`config.mk`:
```
export PLATFORM = sky130hd
export DESIGN_NAME = uart_cmd_dispatcher_flat
export DESIGN_NICKNAME = d
export VERILOG_FILES = /design/src/rtl/uart_cmd_pkg.sv /design/src/rtl/uart_cmd_dispatcher_if.sv /design/src/rtl/uart_cmd_dispatcher.sv /design/src/flat_wrapper.sv
export SDC_FILE = /design/constraint.sdc
export NUM_CORES = 1
export LEC_CHECK = 0
export BUFFER_PORTS_ARGS = -buffer_cell sky130_fd_sc_hd__buf_2
export CORE_AREA = 5 5 264 266
export CTS_CLUSTER_DIAMETER = 80
export CTS_CLUSTER_SIZE = 20
export DETAILED_ROUTE_END_ITERATION = 7
export DIE_AREA = 0 0 269 271
export PLACE_DENSITY = 0.79
export SYNTH_ARGS = -nofsm -noshare
export SYNTH_HDL_FRONTEND = slang
export SYNTH_SLANG_ARGS = --single-unit
```
`constraint.sdc`:
```
create_clock -name clk -period 44 [get_ports clk]
set_input_delay 2.2 -clock clk [delete_from_list [all_inputs] [get_ports clk]]
set_output_delay 2.2 -clock clk [all_outputs]
set_load 0.02 [all_outputs]
```
`src/rtl/uart_cmd_pkg.sv`:
```
// Shared constants for the UART command dispatcher: opcodes, frame
// geometry, FSM encoding and a frame-building helper.
package uart_cmd_pkg;

   localparam int FRAME_BYTES = 18;
   localparam int FRAME_W     = 8 * FRAME_BYTES;
   localparam int PAY_W       = 128;

   localparam logic [7:0] OP_KEY  = 8'h43;
   localparam logic [7:0] OP_TEXT = 8'h44;
   localparam logic [7:0] OP_ENC  = 8'h45;
   localparam logic [7:0] OP_RES  = 8'h40;
   localparam logic [7:0] OP_RKEY = 8'h61;
   localparam logic [7:0] OP_RTXT = 8'h62;
   localparam logic [7:0] OP_PING = 8'h41;
   localparam logic [7:0] OP_NAK  = 8'h3F;
   localparam logic [7:0] OP_TMO  = 8'h54;

   localparam logic [PAY_W-1:0] PING_PAT =
      128'h0123456789ABCDEF0123456789ABCDEF;

   typedef enum logic [1:0] {
      ST_IDLE,
      ST_DECODE,
      ST_WAIT_AES,
      ST_RESP
   } state_t;

   // Opcode sits in the low byte, trailer repeats it in the top byte.
   function automatic logic [FRAME_W-1:0] mk_frame(
      input logic [7:0]       op,
      input logic [PAY_W-1:0] pay
   );
      return {op, pay, op};
   endfunction

endpackage

```
`src/rtl/uart_cmd_dispatcher_if.sv`:
```
// Frame, AES and TX handshake bundle between the dispatcher and its
// neighbours (RX FIFO, AES core, UART TX).
interface uart_cmd_dispatcher_if #(
   parameter int FW     = 144,
   parameter int DATA_W = 128
);

   logic              frame_valid;
   logic [FW-1:0]     frame_data;
   logic              frame_pop;
   logic [DATA_W-1:0] aes_key;
   logic [DATA_W-1:0] aes_text;
   logic              aes_ld;
   logic              aes_done;
   logic [DATA_W-1:0] aes_result;
   logic [FW-1:0]     tx_data;
   logic              tx_send;
   logic              tx_busy;
   logic [7:0]        err_count;
   logic              busy;

   modport slave (
      input  frame_valid, frame_data,
      input  aes_done, aes_result, tx_busy,
      output frame_pop, aes_key, aes_text, aes_ld,
      output tx_data, tx_send, err_count, busy
   );

   modport master (
      output frame_valid, frame_data,
      output aes_done, aes_result, tx_busy,
      input  frame_pop, aes_key, aes_text, aes_ld,
      input  tx_data, tx_send, err_count, busy
   );

endinterface

```
`src/rtl/uart_cmd_dispatcher.sv`:
```
// Command stage between the UART RX frame FIFO and the AES core: decodes
// 18-byte frames, owns key/text/result registers and builds TX replies.
module uart_cmd_dispatcher
   import uart_cmd_pkg::*;
#(
   parameter int                FRAME_BYTES    = 18,
   parameter int                DATA_W         = 128,
   parameter int                TIMEOUT_CYCLES = 1024,
   parameter logic [DATA_W-1:0] KEY_INIT       = '0,
   parameter logic [DATA_W-1:0] TEXT_INIT      = '0
) (
   input logic clk,
   input logic reset,
   uart_cmd_dispatcher_if.slave bus
);

   localparam int FW = 8 * FRAME_BYTES;
   localparam int TW = $clog2(TIMEOUT_CYCLES + 1);
   localparam logic [TW-1:0] T_LAST = TW'(TIMEOUT_CYCLES - 1);

   state_t            r_state;
   logic [FW-1:0]     r_frame;
   logic [DATA_W-1:0] r_key;
   logic [DATA_W-1:0] r_text;
   logic [DATA_W-1:0] r_result;
   logic [FW-1:0]     r_tx_data;
   logic              r_pop;
   logic              r_ld;
   logic              r_send;
   logic [7:0]        r_err;
   logic [TW-1:0]     r_timer;

   logic [7:0]        w_op;
   logic [7:0]        w_trl;
   logic [DATA_W-1:0] w_pay;
   logic              w_match;

   assign w_op    = r_frame[7:0];
   assign w_trl   = r_frame[FW-1 -: 8];
   assign w_pay   = r_frame[DATA_W+7:8];
   assign w_match = (w_op == w_trl);

   always_ff @(posedge clk or posedge reset) begin
      if (reset) begin
         r_state   <= ST_IDLE;
         r_frame   <= '0;
         r_key     <= KEY_INIT;
         r_text    <= TEXT_INIT;
         r_result  <= '0;
         r_tx_data <= '0;
         r_pop     <= 1'b0;
         r_ld      <= 1'b0;
         r_send    <= 1'b0;
         r_err     <= '0;
         r_timer   <= '0;
      end else begin
         r_pop  <= 1'b0;
         r_ld   <= 1'b0;
         r_send <= 1'b0;
         unique case (r_state)
            ST_IDLE: begin
               if (bus.frame_valid) begin
                  r_frame <= bus.frame_data;
                  r_pop   <= 1'b1;
                  r_state <= ST_DECODE;
               end
            end
            ST_DECODE: begin
               if (!w_match) begin
                  if (r_err != 8'hFF) r_err <= r_err + 8'd1;
                  r_state <= ST_IDLE;
               end else begin
                  r_state <= ST_RESP;
                  unique case (1'b1)
                     (w_op == OP_KEY): begin
                        r_key     <= w_pay;
                        r_tx_data <= {OP_KEY, w_pay, OP_KEY};
                     end
                     (w_op == OP_TEXT): begin
                        r_text    <= w_pay;
                        r_tx_data <= {OP_TEXT, w_pay, OP_TEXT};
                     end
                     (w_op == OP_ENC): begin
                        r_ld    <= 1'b1;
                        r_timer <= '0;
                        r_state <= ST_WAIT_AES;
                     end
                     (w_op == OP_RES):
                        r_tx_data <= {OP_RES, r_result, OP_RES};
                     (w_op == OP_RKEY):
                        r_tx_data <= {OP_RKEY, r_key, OP_RKEY};
                     (w_op == OP_RTXT):
                        r_tx_data <= {OP_RTXT, r_text, OP_RTXT};
                     (w_op == OP_PING):
                        r_tx_data <= {OP_PING, DATA_W'(PING_PAT), OP_PING};
                     default:
                        r_tx_data <= {OP_NAK, {DATA_W{1'b0}}, OP_NAK};
                  endcase
               end
            end
            ST_WAIT_AES: begin
               // A done arriving on the final timer cycle still counts.
               if (bus.aes_done) begin
                  r_result  <= bus.aes_result;
                  r_tx_data <= {OP_RES, bus.aes_result, OP_RES};
                  r_state   <= ST_RESP;
               end else if (r_timer == T_LAST) begin
                  r_tx_data <= {OP_TMO, {DATA_W{1'b0}}, OP_TMO};
                  r_state   <= ST_RESP;
               end else begin
                  r_timer <= r_timer + TW'(1);
               end
            end
            ST_RESP: begin
               if (!bus.tx_busy) begin
                  r_send  <= 1'b1;
                  r_state <= ST_IDLE;
               end
            end
            default: r_state <= ST_IDLE;
         endcase
      end
   end

   assign bus.frame_pop = r_pop;
   assign bus.aes_key   = r_key;
   assign bus.aes_text  = r_text;
   assign bus.aes_ld    = r_ld;
   assign bus.tx_data   = r_tx_data;
   assign bus.tx_send   = r_send;
   assign bus.err_count = r_err;
   assign bus.busy      = (r_state != ST_IDLE);

endmodule

```
`src/flat_wrapper.sv`:
```
// flat-port wrapper written by rule: the top's interface ports become plain ports
module uart_cmd_dispatcher_flat import uart_cmd_pkg::*;
#(
   parameter int                FRAME_BYTES    = 18,
   parameter int                DATA_W         = 128,
   parameter int                TIMEOUT_CYCLES = 1024,
   parameter logic [DATA_W-1:0] KEY_INIT       = '0,
   parameter logic [DATA_W-1:0] TEXT_INIT      = '0
)
  (clk, reset, bus_frame_valid, bus_frame_data, bus_aes_done, bus_aes_result, bus_tx_busy, bus_frame_pop, bus_aes_key, bus_aes_text, bus_aes_ld, bus_tx_data, bus_tx_send, bus_err_count, bus_busy);
  uart_cmd_dispatcher_if #(.FW(FRAME_W), .DATA_W(DATA_W)) bus_i ();
  input logic clk;
  input logic reset;
  input wire logic [$bits(bus_i.frame_valid)-1:0] bus_frame_valid;
  input wire logic [$bits(bus_i.frame_data)-1:0] bus_frame_data;
  input wire logic [$bits(bus_i.aes_done)-1:0] bus_aes_done;
  input wire logic [$bits(bus_i.aes_result)-1:0] bus_aes_result;
  input wire logic [$bits(bus_i.tx_busy)-1:0] bus_tx_busy;
  output wire logic [$bits(bus_i.frame_pop)-1:0] bus_frame_pop;
  output wire logic [$bits(bus_i.aes_key)-1:0] bus_aes_key;
  output wire logic [$bits(bus_i.aes_text)-1:0] bus_aes_text;
  output wire logic [$bits(bus_i.aes_ld)-1:0] bus_aes_ld;
  output wire logic [$bits(bus_i.tx_data)-1:0] bus_tx_data;
  output wire logic [$bits(bus_i.tx_send)-1:0] bus_tx_send;
  output wire logic [$bits(bus_i.err_count)-1:0] bus_err_count;
  output wire logic [$bits(bus_i.busy)-1:0] bus_busy;
  assign bus_i.frame_valid = bus_frame_valid;
  assign bus_i.frame_data = bus_frame_data;
  assign bus_i.aes_done = bus_aes_done;
  assign bus_i.aes_result = bus_aes_result;
  assign bus_i.tx_busy = bus_tx_busy;
  assign bus_frame_pop = bus_i.frame_pop;
  assign bus_aes_key = bus_i.aes_key;
  assign bus_aes_text = bus_i.aes_text;
  assign bus_aes_ld = bus_i.aes_ld;
  assign bus_tx_data = bus_i.tx_data;
  assign bus_tx_send = bus_i.tx_send;
  assign bus_err_count = bus_i.err_count;
  assign bus_busy = bus_i.busy;
  uart_cmd_dispatcher #(.FRAME_BYTES(FRAME_BYTES), .DATA_W(DATA_W), .TIMEOUT_CYCLES(TIMEOUT_CYCLES), .KEY_INIT(KEY_INIT), .TEXT_INIT(TEXT_INIT)) u_core (.clk(clk), .reset(reset), .bus(bus_i));
endmodule
```
==> run_results.csv, run 1 <==
group,metric,value,unit
status,outcome,"finished, violations left",
status,violations,"design-rule violations",
detailed_routing,wl_per_cell,25.1,um
cts,clock-sinks,687,
layout,fillers,5718,
layout,fin_util,0.539,
detailed_routing,vias,23870,
sta,worstMarginPinSlew,1.19,ns
sta,setup_viol,0,
global_route,grt_max_degree,171,
layout,layout-drive-gt1-share,0.391,
sta,whs,0.481,ns
cts,ctsRootBufferMaster,"clkbuf_16",
sta,hold_viol,0,
placed_design,gp_congestion,0.850,
sta,setup_ws,39.12,ns
cts,clk_path_buf_depth,3,
detailed_routing,antenna_left,0,
sta,relSlewSlack,0.208,
worst_hold_path,hp-class,"register to register",
die,die-height,271,um
synth,synth_area_per_cell,12.4,um^2
synth,synth.cell_area,30900,um^2
synth,synth_edf_count,0,
cts,cts_hold_buf,0,
placed_design,placed_area,34700,um^2
synth,synth_top_cell_by_area,"dfrtp_1",
die,ios,689,
power,powerDensity,53.0,nW/um^2
synth,ys_top_cells_by_count,"dfrtp_1, nand2_1, mux2_2",
synth,syn_inst,2500,
detailed_routing,first_iter_violations,2578,
layout,synthToLayoutAreaGrowth,16.7,%
critical_path,crit_arrival,5.48,ns
detailed_routing,firstDrtPassIters,8,
cts,cts_made_buffers,43,
critical_path,rrSetupSlack,39.56,ns
global_route,grt_pass1_wl,150000,um
global_route,grtUsageTotal,0.263,
sta,finalCritPeriodShare,0.111,
die,die_w,269,um
sta,slew_viol_final,0,
worst_hold_path,hold_depth,2,
global_route,grt_remaining_overflow,0,
detailed_routing,routed_wl,100000,um
sta,fin_skew,0.0276,ns
synth,ys_ff_latch,687,
placed_design,hpwl,66200,um
synth,synthTopCellsByArea,"dfrtp_1, mux2_2, a22oi_1, nand2_1, mux2_1",
critical_path,cp.required,44.60,ns
cts,cts_setup_buffers,0,
synth,async_reset_ff_frac,1.00,
flow_run,cap_violations,0,
critical_path,critPathMaxFanout,161,
synth,synth_ff_type,"dfrtp_1",
power,p_leak,17.5,nW
sta,finalSetupTns,0,ns
power,vdd_ir_drop_max,0.0403,mV
synth,synth_top_cell_area_share,0.557,
die,coreArea,66800,um^2
sta,fin_crit,4.88,ns
sta,fmax,0.205,GHz
global_route,antenna_found_initial,36,
die,initial_core_util,0.462,
cts,clk_pin_slew_worst_paths,0.07,ns
synth,synthDistinctLibCells,58,
layout,final_area,36000,um^2
placed_design,place_ws,38.43,ns
sta,rsz0062_at_grt,"no",
critical_path,critPathLaunchType,"primary input",
global_route,grt_pass1_vias,24260,
cts,cts_tree,"done",
cts,worstSkewPairLatency,0.59,ns
die,rows,95,
critical_path,end_kind,"async pin",
synth,ys_warn_count,0,
synth,yosysSeqAreaShare,0.557,
detailed_routing,vias_per_cell,6.00,
synth,yosysMostFrequentCell,"dfrtp_1",
die,dieArea,72900,um^2
critical_path,critPathKind,"primary input to async pin",
cts,cts-htree-levels,2,
cts,post_cts_resized,0,
placed_design,io_buffer_count,686,
detailed_routing,drc_errors,2,
critical_path,rr_worst_depth,8,
layout,fin_nets,3348,
[metrics by stage]
step,total power [W],std cells
floorplan,0.00128,2501
global placement,0.00148,3897
detailed placement,0.00150,3897
CTS,0.00191,3952
global route,0.00200,3977
finish,0.00191,3981
[cell usage in the layout, fill, tap and decap left out, drive strengths merged, types with 6 or more instances in the layout]
master    n
mux2    520
dfrtp   687
xor2      9
a21oi     7
inv      29
o21ai    16
xnor2     6
a22oi   294
clkbuf   48
nand4     7
a32o     13
nor2     11
a22o     77
a31oi    11
nand2b   53
buf     724
nand2   425
nand3     8
diode    29
a222oi   51
mux2i    16
a221oi   13
[path summary, 6_finish.rpt]
kind	startpoint	to
max	reset	u_core.bus.aes_key[11]
min	u_core.r_result[13]	u_core.r_result[13]
max reg2reg	u_core.r_frame[5]	u_core.bus.tx_data[79]
min reg2reg	u_core.r_result[13]	u_core.r_result[13]
max in group clk	bus_aes_done	u_core.bus.tx_data[103]
min in group asynchronous	reset	u_core.bus.aes_text[103]
[state kept, by name, indices dropped and copies added, names as in the netlist, named ones only]
register              flops
u_core.bus.err_count      8
u_core.bus.aes_text     128
u_core.bus.frame_pop      1
u_core.r_frame          144
u_core.bus.aes_ld         1
u_core.bus.tx_send        1
u_core.r_result         128
u_core.bus.aes_key      128
u_core.bus.tx_data      135
u_core.r_timer           11
u_core.r_state            1
[kinds of logic after synthesis]
group,share of synthesized area
AOI/OAI and AO/OA,0.126
buffers and inverters,0.0398
xor gates and xnor gates,0.00425
and+or+nand+nor,0.0776
adders and majority gates,0.000810
other,0.000121
DFF,0.557
muxes,0.195
[power breakdown]
part	internal, W	leakage (nW)	switching [W]	total [W]
logic	0.000212	8.02	0.000326	0.000538
registers	0.000811	8.85	0.000147	0.000958
clock network	0.000196	0.623	0.000220	0.000416
total	0.00122	17.5	0.000692	0.00191
[area by class of cell]
cell class                 count  area (um^2)  share of cell area
multi-input combinational   1587        12500               0.348
inverter                      26          110             0.00306
antenna                       29         72.6             0.00201
clock inverter                 7          111             0.00309
clock buffer                  48         1160              0.0321
sequential                   687        17200               0.477
timing repair buffer         724         3740               0.104
tap                          873         1090              0.0303
[per-layer routing]
| metal | up-vias | GRT usage | routed length, um |
|---|---|---|---|
| met3 | 298 | 0.0567 | 8270 |
| met4 | 12 | 0.132 | 5200 |
| met1 | 12011 | 0.336 | 38500 |
| met5 | - | 0 | 86 |
| met2 | 1248 | 0.424 | 48000 |
| li1 | 10301 | - | - |
[worst max-delay path, cell delays in order]
cell	delay, ns
buf_2	0.13
inv_8	0.48
buf_12	0.65
buf_4	0.90
buf_4	0.80
No activity file was read; power rests on OpenSTA's default activity.
==> run 2, diff against run 1 <==
--- a/config.mk
+++ b/config.mk
@@ -6,12 +6,12 @@
 export NUM_CORES = 1
 export LEC_CHECK = 0
 export BUFFER_PORTS_ARGS = -buffer_cell sky130_fd_sc_hd__buf_2
-export CORE_AREA = 5 5 264 266
+export CORE_AREA = 5 5 265 267
 export CTS_CLUSTER_DIAMETER = 80
 export CTS_CLUSTER_SIZE = 20
 export DETAILED_ROUTE_END_ITERATION = 7
-export DIE_AREA = 0 0 269 271
-export PLACE_DENSITY = 0.79
+export DIE_AREA = 0 0 270 272
+export PLACE_DENSITY = 0.78
 export SYNTH_ARGS = -nofsm -noshare
 export SYNTH_HDL_FRONTEND = slang
 export SYNTH_SLANG_ARGS = --single-unit
==> constraint.sdc (replaced) <==
create_clock -name clk -period 4.73 [get_ports clk]
set_input_delay 0.2365 -clock clk [delete_from_list [all_inputs] [get_ports clk]]
set_output_delay 0.2365 -clock clk [all_outputs]
set_load 0.02 [all_outputs]
==> run 2 against run 1 <==
Against the previous run:
- the run still ends with design-rule violations left
- hold slack worse by 0.24 ns
- clock power rose to 9.0 times the previous value
- global-route usage grew 1.4 points
- via count rose by 7.6%
- sequential power grew to 9.5 times the previous value
- die area increased by 0.74%
- sequential share of layout area fell by 3.7 points
- combinational power rose to 9.7 times the previous value
- flip-flop and latch count unchanged
==> run_results.csv, run 2 (synthesis gave the netlist of run 1 again) <==
group,metric,value,unit
cts,clk_pin_slew_worst_paths,0.08,ns
layout,fillers,5310,
power,swShare,0.367,
sta,relSlewSlack,0.224,
die,coreArea,67900,um^2
worst_hold_path,holdCritStartpoint,"bus_aes_done",
detailed_routing,firstDrtPassIters,8,
sta,setup_viol,0,
sta,rsz0062_at_grt,"no",
cts,ctsRootBufferMaster,"clkbuf_16",
sta,hold_viol,0,
power,p_int,0.0115,W
global_route,grt_pass1_wl,162000,um
critical_path,crit_slowest_cell,"dfrtp_2",
die,die-height,272,um
power,clkPwrFrac,0.208,
critical_path,critPathMaxFanout,39,
sta,finalCritPeriodShare,0.725,
critical_path,r2r-start,"u_core.r_frame[5]",
power,p_switching,0.00663,W
layout,fin_util,0.576,
detailed_routing,wl_per_cell,24.7,um
worst_hold_path,hold_depth,4,
worst_hold_path,worstHoldEndpoint,"u_core.r_result[2]",
die,initial_core_util,0.455,
cts,clk_path_buf_depth,3,
layout,layout-drive-gt1-share,0.362,
global_route,antenna_found_initial,15,
status,violations,"design-rule violations",
detailed_routing,vias,25693,
cts,cts_made_buffers,42,
sta,fmax,0.291,GHz
worst_hold_path,hp-class,"primary input to register",
detailed_routing,routed_wl,105000,um
detailed_routing,drc_errors,2,
critical_path,end_kind,"register",
placed_design,io_buffer_count,686,
layout,final_cell_mix,"dfrtp_1, buf_2, nand2_1, mux2_2, a22oi_1",
placed_design,hpwl,68900,um
global_route,grt_pass1_vias,26788,
cts,clock-sinks,687,
die,dieArea,73400,um^2
sta,worstMarginPinSlew,1.16,ns
critical_path,crit_family,"compound AO/OA/AOI/OAI gates",
critical_path,path_buf_inv,2,
critical_path,critPathKind,"register to register",
placed_design,gp_congestion,0.867,
layout,synthToLayoutAreaGrowth,26.5,%
power,p_leak,18.8,nW
layout,multi_input_area,12500,um^2
cts,worstSkewPairLatency,0.58,ns
status,outcome,"finished, violations left",
layout,register_area,17200,um^2
flow_run,cap_violations,0,
sta,fin_skew,0.0204,ns
detailed_routing,antenna_left,0,
global_route,grt_max_degree,151,
cts,cts-htree-levels,2,
sta,whs,0.237,ns
power,powerDensity,463,nW/um^2
detailed_routing,vias_per_cell,6.02,
sta,fin_crit,3.43,ns
critical_path,critical_path.cell_chain,"buf_4 -> nor2b_1 -> o21ai_1 -> a21bo_4 -> buf_4 -> a22oi_1 -> mux2_2",
layout,fin_nets,3641,
die,rows,96,
critical_path,rrSetupSlack,1.30,ns
power,comb_power_share,0.290,
critical_path,slowest_delay,0.90,ns
critical_path,critPathLaunchType,"register",
sta,slew_viol_final,0,
detailed_routing,first_iter_violations,2991,
power,p_seq_frac,0.502,
cts,cts_tree,"done",
critical_path,cp.required,5.20,ns
critical_path,rr_worst_depth,7,
die,die_w,270,um
layout,largest_register,"u_core.r_frame",
critical_path,reg2reg_to,"u_core.bus.tx_data[16]",
global_route,grt_remaining_overflow,0,
power,vdd_ir_drop_max,0.372,mV
layout,largest_reg_flops,144,
critical_path,crit_arrival,3.90,ns
global_route,grtUsageTotal,0.277,
critical_path,crit_top_cell,"buf_4",
die,ios,689,
[run 2: changes by cell type in the layout (fill, tap and decap cells not counted), sizes merged]
| cell | delta |
|---|---|
| buf | +19 |
| clkbuf | +1 |
| diode | -16 |
| clkinvlp | +2 |
| dlygate4sd3 | +275 |
| clkinv | -3 |
| bufinv | -1 |
[run 2: what timing repair did]
action	4_1_cts	5_1_grt
hold endpoints to repair	304	0
gates resized for setup	0	0
hold buffers	275	0
buffers inserted	0	0
[run 2: worst register-to-register path, delay by kind of cell, from the launching register on]
family	cells	cell delay, ns
DFF	1	0.90
buffers and inverters	2	0.91
and+or+nand+nor	1	0.14
muxes	1	0.29
AOI/OAI and AO/OA	3	1.08
[run 2: area by class of cell]
| class | count | share of cell area |
|---|---|---|
| multi-input combinational | 1587 | 0.321 |
| sequential | 687 | 0.440 |
| antenna | 13 | 0.000832 |
| inverter | 26 | 0.00272 |
| timing repair buffer | 1018 | 0.176 |
| clock buffer | 49 | 0.0295 |
| tap | 882 | 0.0282 |
| clock inverter | 5 | 0.00144 |
[run 2: layer usage]
layer	wire length [um]	global-route usage	vias up
li1	-	-	10864
met1	39500	0.345	12820
met2	50100	0.455	1617
met3	9410	0.0628	388
met4	6440	0.144	4
met5	22	0	-
[run 2: power groups by stage]
stage / Combinational [W] / Clock (W) / Sequential (W)
after CTS: 0.00517 / 0.00382 / 0.00899
after floorplan: 0.00262 / 0 / 0.00932
after global routing: 0.00562 / 0.00404 / 0.00924
after detailed placement: 0.00497 / 0 / 0.00908
final: 0.00524 / 0.00376 / 0.00908
after global placement: 0.00483 / 0 / 0.00903
[run 2: worst max path at each step]
| stage | startpoint | end | slack [ns] | cells past startpoint |
|---|---|---|---|---|
| CTS | u_core.r_frame[5] | u_core.bus.tx_data[16] | 1.29 | 7 |
| global route | u_core.r_frame[5] | u_core.bus.tx_data[16] | 1.14 | 7 |
| detailed placement | u_core.r_frame[5] | u_core.bus.tx_data[16] | 1.33 | 7 |
| floorplan | reset | async pin | -4.91 | 1 |
| finish | u_core.r_frame[5] | u_core.bus.tx_data[16] | 1.30 | 7 |
| global placement | u_core.r_frame[5] | u_core.bus.tx_data[27] | 1.38 | 7 |
[run 2: per-stage QoR]
step                      setup TNS, ns  power (W)  cell area, um^2  cells  worst slack (ns)
after floorplan                -3370.86     0.0119            30900   2501             -4.91
after global placement                0     0.0139            35100   3925              1.38
after detailed placement              0     0.0141            35100   3925              1.33
after CTS                             0     0.0180            39000   4254              1.29
after global routing                  0     0.0189            39100   4264              1.14
final                                 0     0.0181            39100   4267              1.30
